$ cat config.mk
export PLATFORM = sky130hd
export DESIGN_NAME = state_dump_reader
export DESIGN_NICKNAME = d
export VERILOG_FILES = /design/src/rtl/state_dump_reader.sv
export SDC_FILE = /design/constraint.sdc
export NUM_CORES = 1
export LEC_CHECK = 0
export CAP_MARGIN = 20
export CORE_AREA = 2 2 63 110
export DETAILED_ROUTE_END_ITERATION = 7
export DIE_AREA = 0 0 65 112
export PLACE_DENSITY = 0.89
export SYNTH_ARGS = -nofsm -noshare
export SYNTH_HDL_FRONTEND = slang
export SYNTH_SLANG_ARGS = --single-unit
$ cat constraint.sdc
create_clock -name clk -period 3.9 [get_ports clk]
set_input_delay 0.39 -clock clk [delete_from_list [all_inputs] [get_ports clk]]
set_output_delay 0.39 -clock clk [all_outputs]
set_load 0.01 [all_outputs]
$ cat src/rtl/state_dump_reader.sv
// Read-back engine for the multi-cycle MIPS core: walks the register file and then
// data memory through their read ports and streams each word over valid/ready.
module state_dump_reader #(
  parameter int DATA_W    = 32,
  parameter int REG_COUNT = 32,
  parameter int MEM_WORDS = 64,
  parameter int IDX_W     = 6
) (
  input  logic              clk,
  input  logic              rst,
  input  logic              start,
  input  logic              dump_regs,
  input  logic              dump_mem,
  output logic              busy,
  output logic              done,
  output logic [4:0]        reg_raddr,
  input  logic [DATA_W-1:0] reg_rdata,
  output logic [IDX_W-1:0]  mem_raddr,
  input  logic [DATA_W-1:0] mem_rdata,
  output logic              out_valid,
  input  logic              out_ready,
  output logic [DATA_W-1:0] out_data,
  output logic              out_src,
  output logic [IDX_W-1:0]  out_index
);

  localparam logic [2:0] S_IDLE    = 3'd0;
  localparam logic [2:0] S_FETCH   = 3'd1;
  localparam logic [2:0] S_CAPTURE = 3'd2;
  localparam logic [2:0] S_SEND    = 3'd3;
  localparam logic [2:0] S_FINISH  = 3'd4;

  localparam logic [IDX_W-1:0] REG_LAST = IDX_W'(REG_COUNT - 1);
  localparam logic [IDX_W-1:0] MEM_LAST = IDX_W'(MEM_WORDS - 1);

  logic [2:0]       state;
  logic             src;      // 0 = register file, 1 = data memory
  logic             en_mem;   // memory pass requested by the accepted start
  logic [IDX_W-1:0] index;
  logic [IDX_W-1:0] index_inc;

  assign index_inc = index + 1'b1;

  // Status decodes straight from the state register, so reset clears them with it.
  assign busy = (state != S_IDLE);
  assign done = (state == S_FINISH);

  // NOTE: reset is sampled on the clock edge only; rst is not in the sensitivity list.
  // NOTE: every state register uses <= so all updates see the pre-edge values.
  always_ff @(posedge clk) begin
    if (!rst) begin
      state     <= S_IDLE;
      src       <= 1'b0;
      en_mem    <= 1'b0;
      index     <= '0;
      reg_raddr <= '0;
      mem_raddr <= '0;
      out_valid <= 1'b0;
      out_data  <= '0;
      out_src   <= 1'b0;
      out_index <= '0;
    end else begin
      case (state)
        S_IDLE: begin
          if (start) begin
            en_mem <= dump_mem;
            index  <= '0;
            if (dump_regs) begin
              src       <= 1'b0;
              reg_raddr <= '0;
              state     <= S_FETCH;
            end else if (dump_mem) begin
              src       <= 1'b1;
              mem_raddr <= '0;
              state     <= S_FETCH;
            end else begin
              state <= S_FINISH;
            end
          end
        end

        // Address was loaded on entry; read data shows up during CAPTURE.
        S_FETCH: state <= S_CAPTURE;

        S_CAPTURE: begin
          out_data  <= src ? mem_rdata : reg_rdata;
          out_src   <= src;
          out_index <= index;
          out_valid <= 1'b1;
          state     <= S_SEND;
        end

        S_SEND: begin
          if (out_ready) begin
            out_valid <= 1'b0;
            if (!src && index != REG_LAST) begin
              index     <= index_inc;
              reg_raddr <= index_inc[4:0];
              state     <= S_FETCH;
            end else if (src && index != MEM_LAST) begin
              index     <= index_inc;
              mem_raddr <= index_inc;
              state     <= S_FETCH;
            end else if (!src && en_mem) begin
              src       <= 1'b1;
              index     <= '0;
              mem_raddr <= '0;
              state     <= S_FETCH;
            end else begin
              state <= S_FINISH;
            end
          end
        end

        S_FINISH: state <= S_IDLE;

        default: state <= S_IDLE;
      endcase
    end
  end

endmodule

==> flow_summary.yaml <==
placed_design:
  hpwl_mm: 5.81
  dpl_cell_area_um2: 4090
  gp_congestion: 0.819
  pre_cts_slack_ps: 1680
  placedCellCount: 502
  io_buffer_count: 122
yosys:
  avgSynthCellArea_um2: 8.87
  synth_top_area_share_pct: 43.5
  synthMostInstantiatedCell: "dfxtp_1"
  synth.area.top_cells: "dfxtp_1 (43%), mux2i_1 (15%), a211oi_1 (8.4%)"
  yosys.area.top_type: "dfxtp_1"
  synth_cells: 322
  syn_area_um2: 2860
  synthArstFlopShare_pct: 0
  yosysWarnings: 0
  seq_area_frac_synth_pct: 43.5
  synth_edf_count: 0
  synth_cell_types: 41
  synthTopCellsByCount: "dfxtp_1 (62), mux2i_1 (44), nand2_1 (40), nor2_1 (39), a211oi_1 (32)"
  synth-seq-cells: 62
  synthFlopType: "dfxtp_1"
  syn-num-nets: 393
clock_network:
  clock_latency_ps: 320
  clock_path_buffers: 2
  root_buffer: "clkbuf_16"
  path_clk_slew_ps: 50
  htreeDepth: 3
  cts_resized: 0
  post_cts_buffers: 0
  cts-buffers-inserted: 9
  cts_hold_buf: 0
  cts_tree: "done"
  clock-sinks: 62
power_and_ir_drop:
  ir_drop_uv: 375
  design_power_total_mw: 1.96
  p_leak_nw: 1.57
  pwr_density_cell_nw_per_um2: 447
detailed_routing:
  wl_met1_mm: 2.82
  wl_met2_mm: 4.27
  drt_wl_total_mm: 8.02
  viasPerCell: 5.41
  postRouteAntennaNets: 0
  drt_iter0_markers: 142
  top_layer_used: "met4"
  drt_first_pass_iters: 5
  wl_met3_um: 638
  route.detailed.drc: 0
  vias: 2810
  wire_per_inst_um: 15.5
die:
  fp.dieW_um: 65
  dieArea_um2: 7280
  fp.dieH_um: 112
  ios: 123
  rows: 39
  initial_utilization_pct: 44.7
  core-area_um2: 6390
hold_path:
  hold_depth: 2
  hold_class: "flip-flop to flip-flop"
timing:
  maxSlewHeadroom_pct: 59.4
  rsz0062_at_grt: "false"
  final_max_slew_viol_count: 0
  worst_pin_slew_ps: 609
  hold_viol_final: 0
  holdWs_ps: 455
  period_share_pct: 52.2
  setup_viol: 0
  setup_ws_ps: 1860
  finClkSkew_ps: 6.36
  fmax_ghz: 0.491
  tns_ps: 0
  min_period_ps: 2040
final_layout:
  drive_above_1_share_pct: 6.64
  area_growth_pct: 53.7
  final_area_um2: 4390
  utilization_pct: 68.7
  nets: 503
  final_cells: 519
  n_antenna_cell: 0
worst_setup_path:
  cp.arrival_ps: 1650
  path_cells: "nor2_1, and2_1, clkdlybuf4s50_1"
  end_kind: "output pin"
  reg2reg_depth: 4
  startpoint_type: "flip-flop"
  crit_buf_inv: 1
  crit_path_max_fanout: 14
  path_class: "flip-flop to output pin"
  critPathMaxStageDelay_ps: 530
  slowest_stage: "clkdlybuf4s50_1"
  critical_path.top_delay_family: "buffers and inverters"
  worstPathRequired_ps: 3510
  cp_num_cells: 3
global_route:
  grt_pass1_wl_mm: 12.9
  grt_overflow_total: 0
  antenna_found_initial: 0
  grt_start_max_net_pins: 72
  grt_pass1_vias: 2759
  grt_use_total_pct: 23.1
run_status:
  status: "finished, final reports clean"
job:
  drv_cap: 0
## path summary, 6_finish.rpt
kind / from / to / slack [ps]
setup / recovery: state[1] / done / 1860
hold reg to reg: mem_raddr[0] / mem_raddr[0] / 460
setup reg to reg: state[1] / mem_raddr[5] / 1900
hold / removal: mem_raddr[0] / mem_raddr[0] / 460
## cell families after synthesis
group | Yosys count | share of synthesized area [%]
AO/OA/AOI/OAI | 66 | 16.5
XOR/XNOR | 3 | 0.920
adder cells (fa/ha/maj) | 1 | 0.438
buffers and inverters | 32 | 4.86
flip-flops | 62 | 43.5
multiplexers | 44 | 15.4
AND/OR/NAND/NOR | 114 | 18.4
## sequential cells by signal, indices dropped and copies added, names as in the netlist
name / cells
out_data: 32
index: 6
mem_raddr: 6
out_index: 6
reg_raddr: 5
state: 3
en_mem: 1
out_src: 1
out_valid: 1
src: 1
## cell usage in the layout, fill, tap and decap left out, types with 5 or more instances in the layout
cell type / netlist / routed
clkdlybuf4s50_1: 0 / 122
nand2_1: 40 / 40
a211oi_1: 32 / 32
inv_1: 5 / 5
nand3_1: 9 / 9
a21oi_1: 14 / 14
dfxtp_1: 62 / 61
clkbuf_16: 0 / 9
nor2_1: 39 / 39
mux2i_1: 44 / 44
## final cells by class
type,instances,area (um^2)
fillers,482,2000
clock buffers,12,267
multi-input cells,228,1480
clock inverters,4,20.0
well taps,82,103
repair buffers,126,1260
flip-flops and latches,62,1240
inverters,5,18.8
## power breakdown
part	switching (mW)	leakage [nW]	total (mW)	internal [mW]
logic	0.230	0.913	0.489	0.259
clock network	0.267	0.148	0.743	0.476
registers	0.0388	0.504	0.728	0.690
total	0.536	1.57	1.96	1.43
## metal layers
| layer | global-route usage, % | up-vias |
|---|---|---|
| met5 | 0 | - |
| met4 | 13.2 | 0 |
| met3 | 6.97 | 31 |
| met2 | 40.1 | 146 |
| met1 | 24.0 | 1263 |
| li1 | - | 1370 |
## worst reg2reg max path: cells and delay by family (launching register included)
family	cells	cell delay [ps]
DFF	1	540
muxes	1	250
and+or+nand+nor	1	460
AOI/OAI and AO/OA	2	680
No activity file was read; power rests on OpenSTA's default activity.
==> edit (same settings) <==
`DATA_W`: 32 -> 28.
--- a/src/rtl/state_dump_reader.sv
+++ b/src/rtl/state_dump_reader.sv
@@ -1,7 +1,7 @@
 // Read-back engine for the multi-cycle MIPS core: walks the register file and then
 // data memory through their read ports and streams each word over valid/ready.
 module state_dump_reader #(
-  parameter int DATA_W    = 32,
+  parameter int DATA_W    = 28,
   parameter int REG_COUNT = 32,
   parameter int MEM_WORDS = 64,
   parameter int IDX_W     = 6
Interface: changed (resized mem_rdata, out_data and reg_rdata); port bits go from 123 to 111. No check against the original RTL was run, so the function may have changed too.
==> edit against the original RTL <==
  * Sequential cell count decreased by 4
  * Area after synthesis is 3.9% lower
  * Design area is 5.2% lower
  * Clock skew decreased by 0.00052 ns
  * Power fell by 0.71%
  * Core utilization is 3.6 points lower
  * Die area stayed put
  * Synthesized cell count down 4.3%
  * Setup slack worse by 0.096 ns
  * Routed wire length fell by 11%
==> edit: results (changes against the original RTL) <==
GR Util All Layers -> 20.75% (was 23.13%)
Inverters -> 3 (was 5)
Avg WL per Cell -> 14.60 µm (was 15.46 µm)
Status -> completed (unchanged)
Multi-input gate share of total cell area -> 34.64% (was 33.65%)
Post-synthesis sequential area ratio -> 42.30% (was 43.45%)
Worst r2r dst -> index[2] (was mem_raddr[5])
DP HPWL -> 5195 µm (was 5806 µm)
Layout clock area frac -> 7.877% (was 6.524%)
WP data arrival -> 1.74 ns (was 1.65 ns)
Violation count after the first detailed-route iteration -> 121 (was 142)
Hold path startpoint -> mem_raddr[4] (was mem_raddr[0])
Number of global-route vias before repair -> 2600 (was 2759)
Total power per unit cell area -> 467.9 nW/µm² (was 446.5 nW/µm²)
Largest net degree at the start of global routing -> 65 (was 72)
Crit Reg-Reg Startpoint -> src (was state[1])
Crit. Startpoint -> state[0] (was state[1])
FF+latch area -> 1162 µm² (was 1242 µm²)
Max reg flops -> 28 (was 32)
Worst Path Max Fanout -> 12 (was 14)
Post-DP Area -> 3834 µm² (was 4085 µm²)
Worst reg2reg setup slack -> 1.86 ns (was 1.90 ns)
Met2 Use GR -> 37.32% (was 40.14%)
Clock buf count -> 10 (was 12)
Count of plain and timing-repair buffers -> 112 (was 126)
P_sw -> 0.0005040 W (was 0.0005360 W)
Skew final -> 0.005843 ns (was 0.006362 ns)
Syn_nets -> 371 (was 393)
Buffering overhead -> 26.82% (was 28.77%)
Number of multi-input logic gates -> 219 (was 228)
Port Buf Inserts -> 110 (was 122)
Filler cell count -> 508 (was 482)
Leakage -> 1.462 nW (was 1.566 nW)
Distinct cells, synth -> 51 (was 41)
# nets final -> 466 (was 503)
-- edit: per-layer routing --
layer | wire length (µm) | vias up
met5 | 0 | -
met4 | 267 | 0
met3 | 583 | 23
met2 | 3787 | 126
met1 | 2515 | 1196
li1 | - | 1304
-- edit: per-stage QoR --
stage	cells	hold WS (ns)	total power [W]	setup slack (ns)	utilization, %
6_report	490	0.4608	0.001947	1.767	65.10
3_3_place_gp	474	0.4443	0.001099	1.641	59.97
3_5_place_dp	474	0.4504	0.001110	1.586	59.97
4_1_cts	490	0.4607	0.001963	1.762	65.10
2_1_floorplan	308	0.4746	0.0009265	2.320	-
5_1_grt	490	0.4801	0.002026	1.614	65.10
-- edit: cells by family after synthesis --
logic type               share of synthesized area, %
XOR/XNOR                                        1.276
buffers and inverters                           5.242
AO/OA/AOI/OAI                                   18.23
flip-flops                                      42.30
AND/OR/NAND/NOR                                 18.28
multiplexers                                    14.22
adder cells (fa/ha/maj)                        0.4557
